`src/rtl/bcd_serial_ctrl_if.sv`:
```
// Request/result bundle between a requester and the serial BCD add/subtract controller.
interface bcd_serial_ctrl_if #(
    parameter int DIGITS = 4
);
    logic                  start;
    logic                  sub;
    logic [4*DIGITS-1:0]   op_a;
    logic [4*DIGITS-1:0]   op_b;
    logic                  busy;
    logic                  done;
    logic [4*DIGITS-1:0]   sum;
    logic                  cout;
    logic                  err;

    modport master (
        output start, sub, op_a, op_b,
        input  busy, done, sum, cout, err
    );

    modport slave (
        input  start, sub, op_a, op_b,
        output busy, done, sum, cout, err
    );
endinterface

```
`src/rtl/bcd_serial_ctrl.sv`:
```
// Multi-digit BCD add/subtract controller: one shared digit adder, LSD first, one digit per clock.
// IDLE: wait for start | ADD: one digit per cycle | DONE: one-cycle result-valid pulse
module bcd_serial_ctrl #(
    parameter int DIGITS = 4
) (
    input  logic               clk_i,
    input  logic               rst_i,
    bcd_serial_ctrl_if.slave   bus
);
    localparam int W     = 4 * DIGITS;
    localparam int IDX_W = $clog2(DIGITS + 1);
    localparam logic [IDX_W-1:0] LAST_IDX = IDX_W'(DIGITS - 1);

    typedef enum logic [1:0] {
        IDLE = 2'd0,
        ADD  = 2'd1,
        DONE = 2'd2
    } state_t;

    state_t             state_q, state_d;
    logic [W-1:0]       a_q, a_d;
    logic [W-1:0]       b_q, b_d;
    logic               sub_q, sub_d;
    logic               carry_q, carry_d;
    logic [IDX_W-1:0]   idx_q, idx_d;
    logic [W-1:0]       sum_q, sum_d;
    logic               cout_q, cout_d;
    logic               err_q, err_d;

    logic [3:0]         dig_a;
    logic [3:0]         dig_b;
    logic [3:0]         b_eff;
    logic [4:0]         t_raw;
    logic [4:0]         t_adj;
    logic [3:0]         dig_res;
    logic               dig_carry;
    logic               in_invalid;

    function automatic logic has_bad_digit(input logic [W-1:0] v);
        logic bad;
        bad = 1'b0;
        for (int i = 0; i < DIGITS; i++) begin
            if (v[4*i +: 4] > 4'd9) begin
                bad = 1'b1;
            end
        end
        return bad;
    endfunction

    // Single digit adder stage shared across all digit positions
    always_comb begin
        dig_a = 4'd0;
        dig_b = 4'd0;
        for (int i = 0; i < DIGITS; i++) begin
            if (idx_q == IDX_W'(i)) begin
                dig_a = a_q[4*i +: 4];
                dig_b = b_q[4*i +: 4];
            end
        end
        b_eff = sub_q ? (4'd9 - dig_b) : dig_b;
        t_raw = {1'b0, dig_a} + {1'b0, b_eff} + {4'd0, carry_q};
        t_adj = t_raw + 5'd6;
        if (t_raw > 5'd9) begin
            dig_res   = t_adj[3:0];
            dig_carry = 1'b1;
        end else begin
            dig_res   = t_raw[3:0];
            dig_carry = 1'b0;
        end
    end

    assign in_invalid = has_bad_digit(bus.op_a) | has_bad_digit(bus.op_b);

    always_comb begin
        state_d = state_q;
        a_d     = a_q;
        b_d     = b_q;
        sub_d   = sub_q;
        carry_d = carry_q;
        idx_d   = idx_q;
        sum_d   = sum_q;
        cout_d  = cout_q;
        err_d   = err_q;
        case (state_q)
            IDLE: begin
                if (bus.start) begin
                    a_d     = bus.op_a;
                    b_d     = bus.op_b;
                    sub_d   = bus.sub;
                    carry_d = bus.sub;
                    idx_d   = '0;
                    sum_d   = '0;
                    err_d   = in_invalid;
                    state_d = ADD;
                end
            end
            ADD: begin
                for (int i = 0; i < DIGITS; i++) begin
                    if (idx_q == IDX_W'(i)) begin
                        sum_d[4*i +: 4] = dig_res;
                    end
                end
                carry_d = dig_carry;
                idx_d   = idx_q + IDX_W'(1);
                if (idx_q == LAST_IDX) begin
                    cout_d  = dig_carry;
                    state_d = DONE;
                end
            end
            DONE: begin
                state_d = IDLE;
            end
            default: begin
                state_d = IDLE;
            end
        endcase
    end

    always_ff @(posedge clk_i) begin
        if (rst_i) begin
            state_q <= IDLE;
            a_q     <= '0;
            b_q     <= '0;
            sub_q   <= 1'b0;
            carry_q <= 1'b0;
            idx_q   <= '0;
            sum_q   <= '0;
            cout_q  <= 1'b0;
            err_q   <= 1'b0;
        end else begin
            state_q <= state_d;
            a_q     <= a_d;
            b_q     <= b_d;
            sub_q   <= sub_d;
            carry_q <= carry_d;
            idx_q   <= idx_d;
            sum_q   <= sum_d;
            cout_q  <= cout_d;
            err_q   <= err_d;
        end
    end

    assign bus.busy = (state_q == ADD);
    assign bus.done = (state_q == DONE);
    assign bus.sum  = sum_q;
    assign bus.cout = cout_q;
    assign bus.err  = err_q;
endmodule
```
`src/flat_wrapper.sv`:
```
// flat-port wrapper written by rule: the top's interface ports become plain ports
module bcd_serial_ctrl_flat 
#(
    parameter int DIGITS = 4
)
  (clk_i, rst_i, bus_start, bus_sub, bus_op_a, bus_op_b, bus_busy, bus_done, bus_sum, bus_cout, bus_err);
  bcd_serial_ctrl_if #(.DIGITS(DIGITS)) bus_i ();
  input  logic clk_i;
  input  logic rst_i;
  input wire logic [$bits(bus_i.start)-1:0] bus_start;
  input wire logic [$bits(bus_i.sub)-1:0] bus_sub;
  input wire logic [$bits(bus_i.op_a)-1:0] bus_op_a;
  input wire logic [$bits(bus_i.op_b)-1:0] bus_op_b;
  output wire logic [$bits(bus_i.busy)-1:0] bus_busy;
  output wire logic [$bits(bus_i.done)-1:0] bus_done;
  output wire logic [$bits(bus_i.sum)-1:0] bus_sum;
  output wire logic [$bits(bus_i.cout)-1:0] bus_cout;
  output wire logic [$bits(bus_i.err)-1:0] bus_err;
  assign bus_i.start = bus_start;
  assign bus_i.sub = bus_sub;
  assign bus_i.op_a = bus_op_a;
  assign bus_i.op_b = bus_op_b;
  assign bus_busy = bus_i.busy;
  assign bus_done = bus_i.done;
  assign bus_sum = bus_i.sum;
  assign bus_cout = bus_i.cout;
  assign bus_err = bus_i.err;
  bcd_serial_ctrl #(.DIGITS(DIGITS)) u_core (.clk_i(clk_i), .rst_i(rst_i), .bus(bus_i));
endmodule
```
`config.mk`:
```
export PLATFORM = sky130hd
export DESIGN_NAME = bcd_serial_ctrl_flat
export DESIGN_NICKNAME = d
export VERILOG_FILES = /design/src/rtl/bcd_serial_ctrl_if.sv /design/src/rtl/bcd_serial_ctrl.sv /design/src/flat_wrapper.sv
export SDC_FILE = /design/constraint.sdc
export NUM_CORES = 1
export LEC_CHECK = 0
export CAP_MARGIN = 20
export CORE_MARGIN = 3
export CORE_UTILIZATION = 51
export DETAILED_ROUTE_END_ITERATION = 8
export PLACE_DENSITY = 0.76
export SYNTH_ARGS = -nofsm -noshare
export SYNTH_HDL_FRONTEND = slang
export SYNTH_SLANG_ARGS = --single-unit
```
`constraint.sdc`:
```
create_clock -name clk_i -period 4.57 [get_ports clk_i]
set_input_delay 0.914 -clock clk_i [delete_from_list [all_inputs] [get_ports clk_i]]
set_output_delay 0.914 -clock clk_i [all_outputs]
set_load 0.02 [all_outputs]
```
==> results.py <==
metrics = {
    "critical_path": {
        "endpoint_required_time_on_the_critical_path_ps": 4780,
        "crit-reg2reg-launch": "u_core.idx_q[0]$_SDFFE_PP0P_",
        "startpoint_type": "register",
        "arrival_ps": 4340,
        "timing.reg2reg.setup_slack_ps": 440,
        "worstReg2RegEnd": "u_core.bus.sum[1]$_SDFFE_PP0P_",
        "endpoint_kind": "register",
        "cp_cell_sequence": "ha_1, nor2_1, a21oi_1, o21ai_0, a22oi_1, xor2_1, fa_1, inv_1, fa_1, xnor2_1, ha_1, a22o_2, clkinv_2, a21bo_4, xnor2_2, o41ai_1",
        "worstPathMaxFanout": 18,
        "worst-path-buf-inv": 2,
        "cpPeakStageDelay_ps": 560,
        "worst_path_max_delay_cell": "sky130_fd_sc_hd__ha_1",
        "worstSetupPathType": "reg2reg",
        "delay_heaviest_family_cp": "adder cells",
        "reg2regPathDepth": 16,
    },
    "synth": {
        "avgSynthCellArea_um2": 7.62,
        "synth.yosys.warnings": 0,
        "synth-edff-count": 0,
        "synth.net_count": 412,
        "postSynthCellCount": 364,
        "synth-main-ff-cell": "sky130_fd_sc_hd__dfxtp_1",
        "post_synth_num_cell_types": 38,
        "synth-seq-cells": 57,
        "synth_seq_area_share": 0.411,
        "synthArstFlopShare": 0,
        "syn-cell-area_mm2": 0.00278,
    },
    "placed_design": {
        "gp_congestion": 0.849,
        "dp_hpwl_um": 5070,
        "placement.cell_area_mm2": 0.00333,
        "pre_cts_slack_ps": 440,
        "placedCellCount": 467,
        "portBuffers": 55,
    },
    "drt": {
        "wl_um": 7160,
        "detail_route.first_pass.iterations": 5,
        "ant_nets": 0,
        "post-route-drc-count": 0,
        "dr_total_vias": 2699,
        "drt_first_iter_violations": 136,
        "post_drt_wl_per_cell_um": 14.8,
        "via_per_inst": 5.58,
    },
    "pwr": {
        "power.sequential.fraction": 0.417,
        "switching_pwr_w": 0.000362,
        "static_power_due_to_leakage_nw": 1.35,
        "internal_power_w": 0.000936,
        "share_clk_of_total_power": 0.374,
        "switching_share": 0.279,
        "power_density_mw_per_mm2": 364,
        "power_frac_comb": 0.208,
        "vdd_drop_max_mv": 0.206,
    },
    "sta": {
        "worst_slack_ps": 439,
        "final.period_utilization": 0.904,
        "worst_slew_pin_slew_ps": 876,
        "timing.final.setup_violations": 0,
        "final-hold-violation-count": 0,
        "setup_tns_ps": 0,
        "fmax_mhz": 242,
        "timing.slew.headroom": 0.416,
        "grt_setup_unrepaired": "no",
        "post-route-min-period_ps": 4130,
        "drv_slew": 0,
        "skew_ps": 7.52,
    },
    "run_status": {
        "status": "completed",
    },
    "clock_network": {
        "cts_htree_levels": 3,
        "clk_slew_on_worst_s_h_paths_ps": 60,
        "clock-sinks": 57,
        "inserted_clock_buffers": 9,
        "tritoncts": "built",
        "cts_hold_repair.buffers": 0,
        "cts_root_buffer": "sky130_fd_sc_hd__clkbuf_8",
        "cts_setup_buffers": 0,
        "cts-root-to-sink-buffers": 2,
        "worst_skew_pair.late_latency_ps": 340,
    },
    "die": {
        "floorplan.initialDensity": 0.537,
        "die-height_um": 79.8,
        "design.core.area_mm2": 0.00517,
        "dieWidth_um": 79.8,
        "floorplan.rows": 26,
        "io_pins": 56,
        "die_area_mm2": 0.00636,
    },
    "flow_run": {
        "max_cap_viol_count": 0,
    },
    "grt": {
        "antenna_found_initial": 0,
        "global_route_wire_length_before_repair_um": 11800,
        "globalRouteTotalUtil": 0.239,
        "via_count_of_the_first_global_routing_pass": 2559,
        "largest_net_degree_at_the_start_of_global_routing": 64,
        "globalRouteOverflowTotal": 0,
    },
    "final_layout": {
        "nFillCells": 446,
        "inserted_diodes": 0,
        "syn_to_final_growth_pct": 28.7,
        "instances_no_fill": 484,
        "most-common-layout-cells": "sky130_fd_sc_hd__nand2_1, sky130_fd_sc_hd__dfxtp_1, sky130_fd_sc_hd__a21oi_1",
        "number_of_nets_in_the_finished_design": 457,
        "drive_gt1_frac": 0.0676,
        "layout.cells.most_common": "sky130_fd_sc_hd__nand2_1",
        "layout.cell_area.non_filler_mm2": 0.00357,
    },
    "hold_path": {
        "worstHoldPathType": "reg2reg",
        "min-delay-start": "u_core.b_q[15]$_SDFFE_PP0P_",
        "whs_path_depth": 2,
        "holdPathEnd": "u_core.b_q[15]$_SDFFE_PP0P_",
    },
}
[worst register-to-register path: cells and delay by family, from the launching register on]
| kind | cells | cell delay [ps] |
|---|---|---|
| compound gates | 6 | 1170 |
| xor+xnor | 3 | 740 |
| fa+ha+maj | 4 | 1440 |
| buf+inv | 2 | 150 |
| flops | 1 | 410 |
| simple gates | 1 | 100 |
[state kept, by name, indices dropped and copies added (netlist names)]
signal and count:
u_core.a_q 16, u_core.b_q 16, u_core.bus.cout 1, u_core.bus.err 1, u_core.bus.sum 16, u_core.carry_q 1, u_core.idx_q 3, u_core.state_q 2
u_core.sub_q 1
[power by group through the flow]
| stage | combinational [W] | clock [W] | sequential, W |
|---|---|---|---|
| global placement | 0.000255 | 0 | 0.000552 |
| floorplan | 0.000172 | 0 | 0.000555 |
| finish | 0.000270 | 0.000486 | 0.000542 |
| global route | 0.000299 | 0.000519 | 0.000545 |
| detailed placement | 0.000265 | 0 | 0.000552 |
| CTS | 0.000266 | 0.000492 | 0.000542 |
[routing by layer]
metal  track usage  share of wire  vias up
li1              -              -     1333
met1         0.306           0.45     1255
met2         0.388           0.48       96
met3        0.0440          0.058       15
met4         0.113          0.017        0
met5             0              0        -
[metrics by stage]
step / hold slack (ps) / total power (W) / utilization
finish: 457 / 0.00130 / 0.690
global route: 475 / 0.00136 / 0.690
CTS: 458 / 0.00130 / 0.685
detailed placement: 449 / 0.000817 / 0.644
global placement: 446 / 0.000807 / 0.644
floorplan: 437 / 0.000727 / -
[kinds of logic (layout without fill, tap and decap cells)]
family / count (synthesis) / count (layout) / share of synthesized area
flip-flops: 57 / 57 / 0.411
XOR/XNOR: 5 / 5 / 0.0212
multiplexers: 4 / 4 / 0.0149
AO/OA/AOI/OAI: 101 / 101 / 0.215
AND/OR/NAND/NOR: 151 / 151 / 0.232
adder cells (fa/ha/maj): 12 / 12 / 0.0595
buffers and inverters: 34 / 84 / 0.0464
[how the worst max path moves through the flow]
stage,start,to,slack [ps],cells past startpoint
6_report,u_core.idx_q[0]$_SDFFE_PP0P_,u_core.bus.sum[1]$_SDFFE_PP0P_,440,16
5_1_grt,u_core.idx_q[0]$_SDFFE_PP0P_,u_core.bus.sum[1]$_SDFFE_PP0P_,110,16
4_1_cts,u_core.idx_q[0]$_SDFFE_PP0P_,u_core.bus.sum[5]$_SDFFE_PP0P_,440,16
3_5_place_dp,u_core.idx_q[0]$_SDFFE_PP0P_,u_core.bus.sum[5]$_SDFFE_PP0P_,440,15
3_3_place_gp,u_core.idx_q[0]$_SDFFE_PP0P_,u_core.bus.sum[9]$_SDFFE_PP0P_,700,15
2_1_floorplan,u_core.idx_q[0]$_SDFFE_PP0P_,u_core.bus.sum[9]$_SDFFE_PP0P_,880,18
[synthesized netlist by cell type (all sizes together) (2+ instances only)]
| cell type | number | area share |
|---|---|---|
| nand2 | 89 | 0.12 |
| dfxtp | 57 | 0.41 |
| a21oi | 56 | 0.10 |
| nor2 | 32 | 0.043 |
| o21ai | 22 | 0.040 |
| clkbuf | 20 | 0.027 |
| ha | 10 | 0.045 |
| nand3b | 10 | 0.027 |
| inv | 9 | 0.012 |
| nor3 | 8 | 0.014 |
| a22o | 5 | 0.016 |
| a22oi | 5 | 0.014 |
| buf | 4 | 0.0054 |
| nand4 | 4 | 0.0090 |
| a31oi | 3 | 0.0090 |
| mux2i | 3 | 0.011 |
| nand3 | 3 | 0.0054 |
| o41ai | 3 | 0.012 |
| xnor2 | 3 | 0.015 |
| a21o | 2 | 0.0059 |
| and2 | 2 | 0.0045 |
| fa | 2 | 0.014 |
| o211ai | 2 | 0.0054 |
| xor2 | 2 | 0.0063 |
[repair_timing]
action,4_1_cts,5_1_grt
endpoints found under the setup margin,0,1
endpoints found under the hold margin,0,0
resized for setup,0,1
[layout make-up]
type                    count  area, um2  area share
clock buffers              14        173      0.0484
multi-input cells         273       1510       0.422
repair buffers             58        588       0.165
inverters                  10       38.8      0.0109
flip-flops and latches     57       1140       0.320
well taps                  70       87.6      0.0245
clock inverters             2       35.0     0.00981
Power figures use the tool's default switching activity.
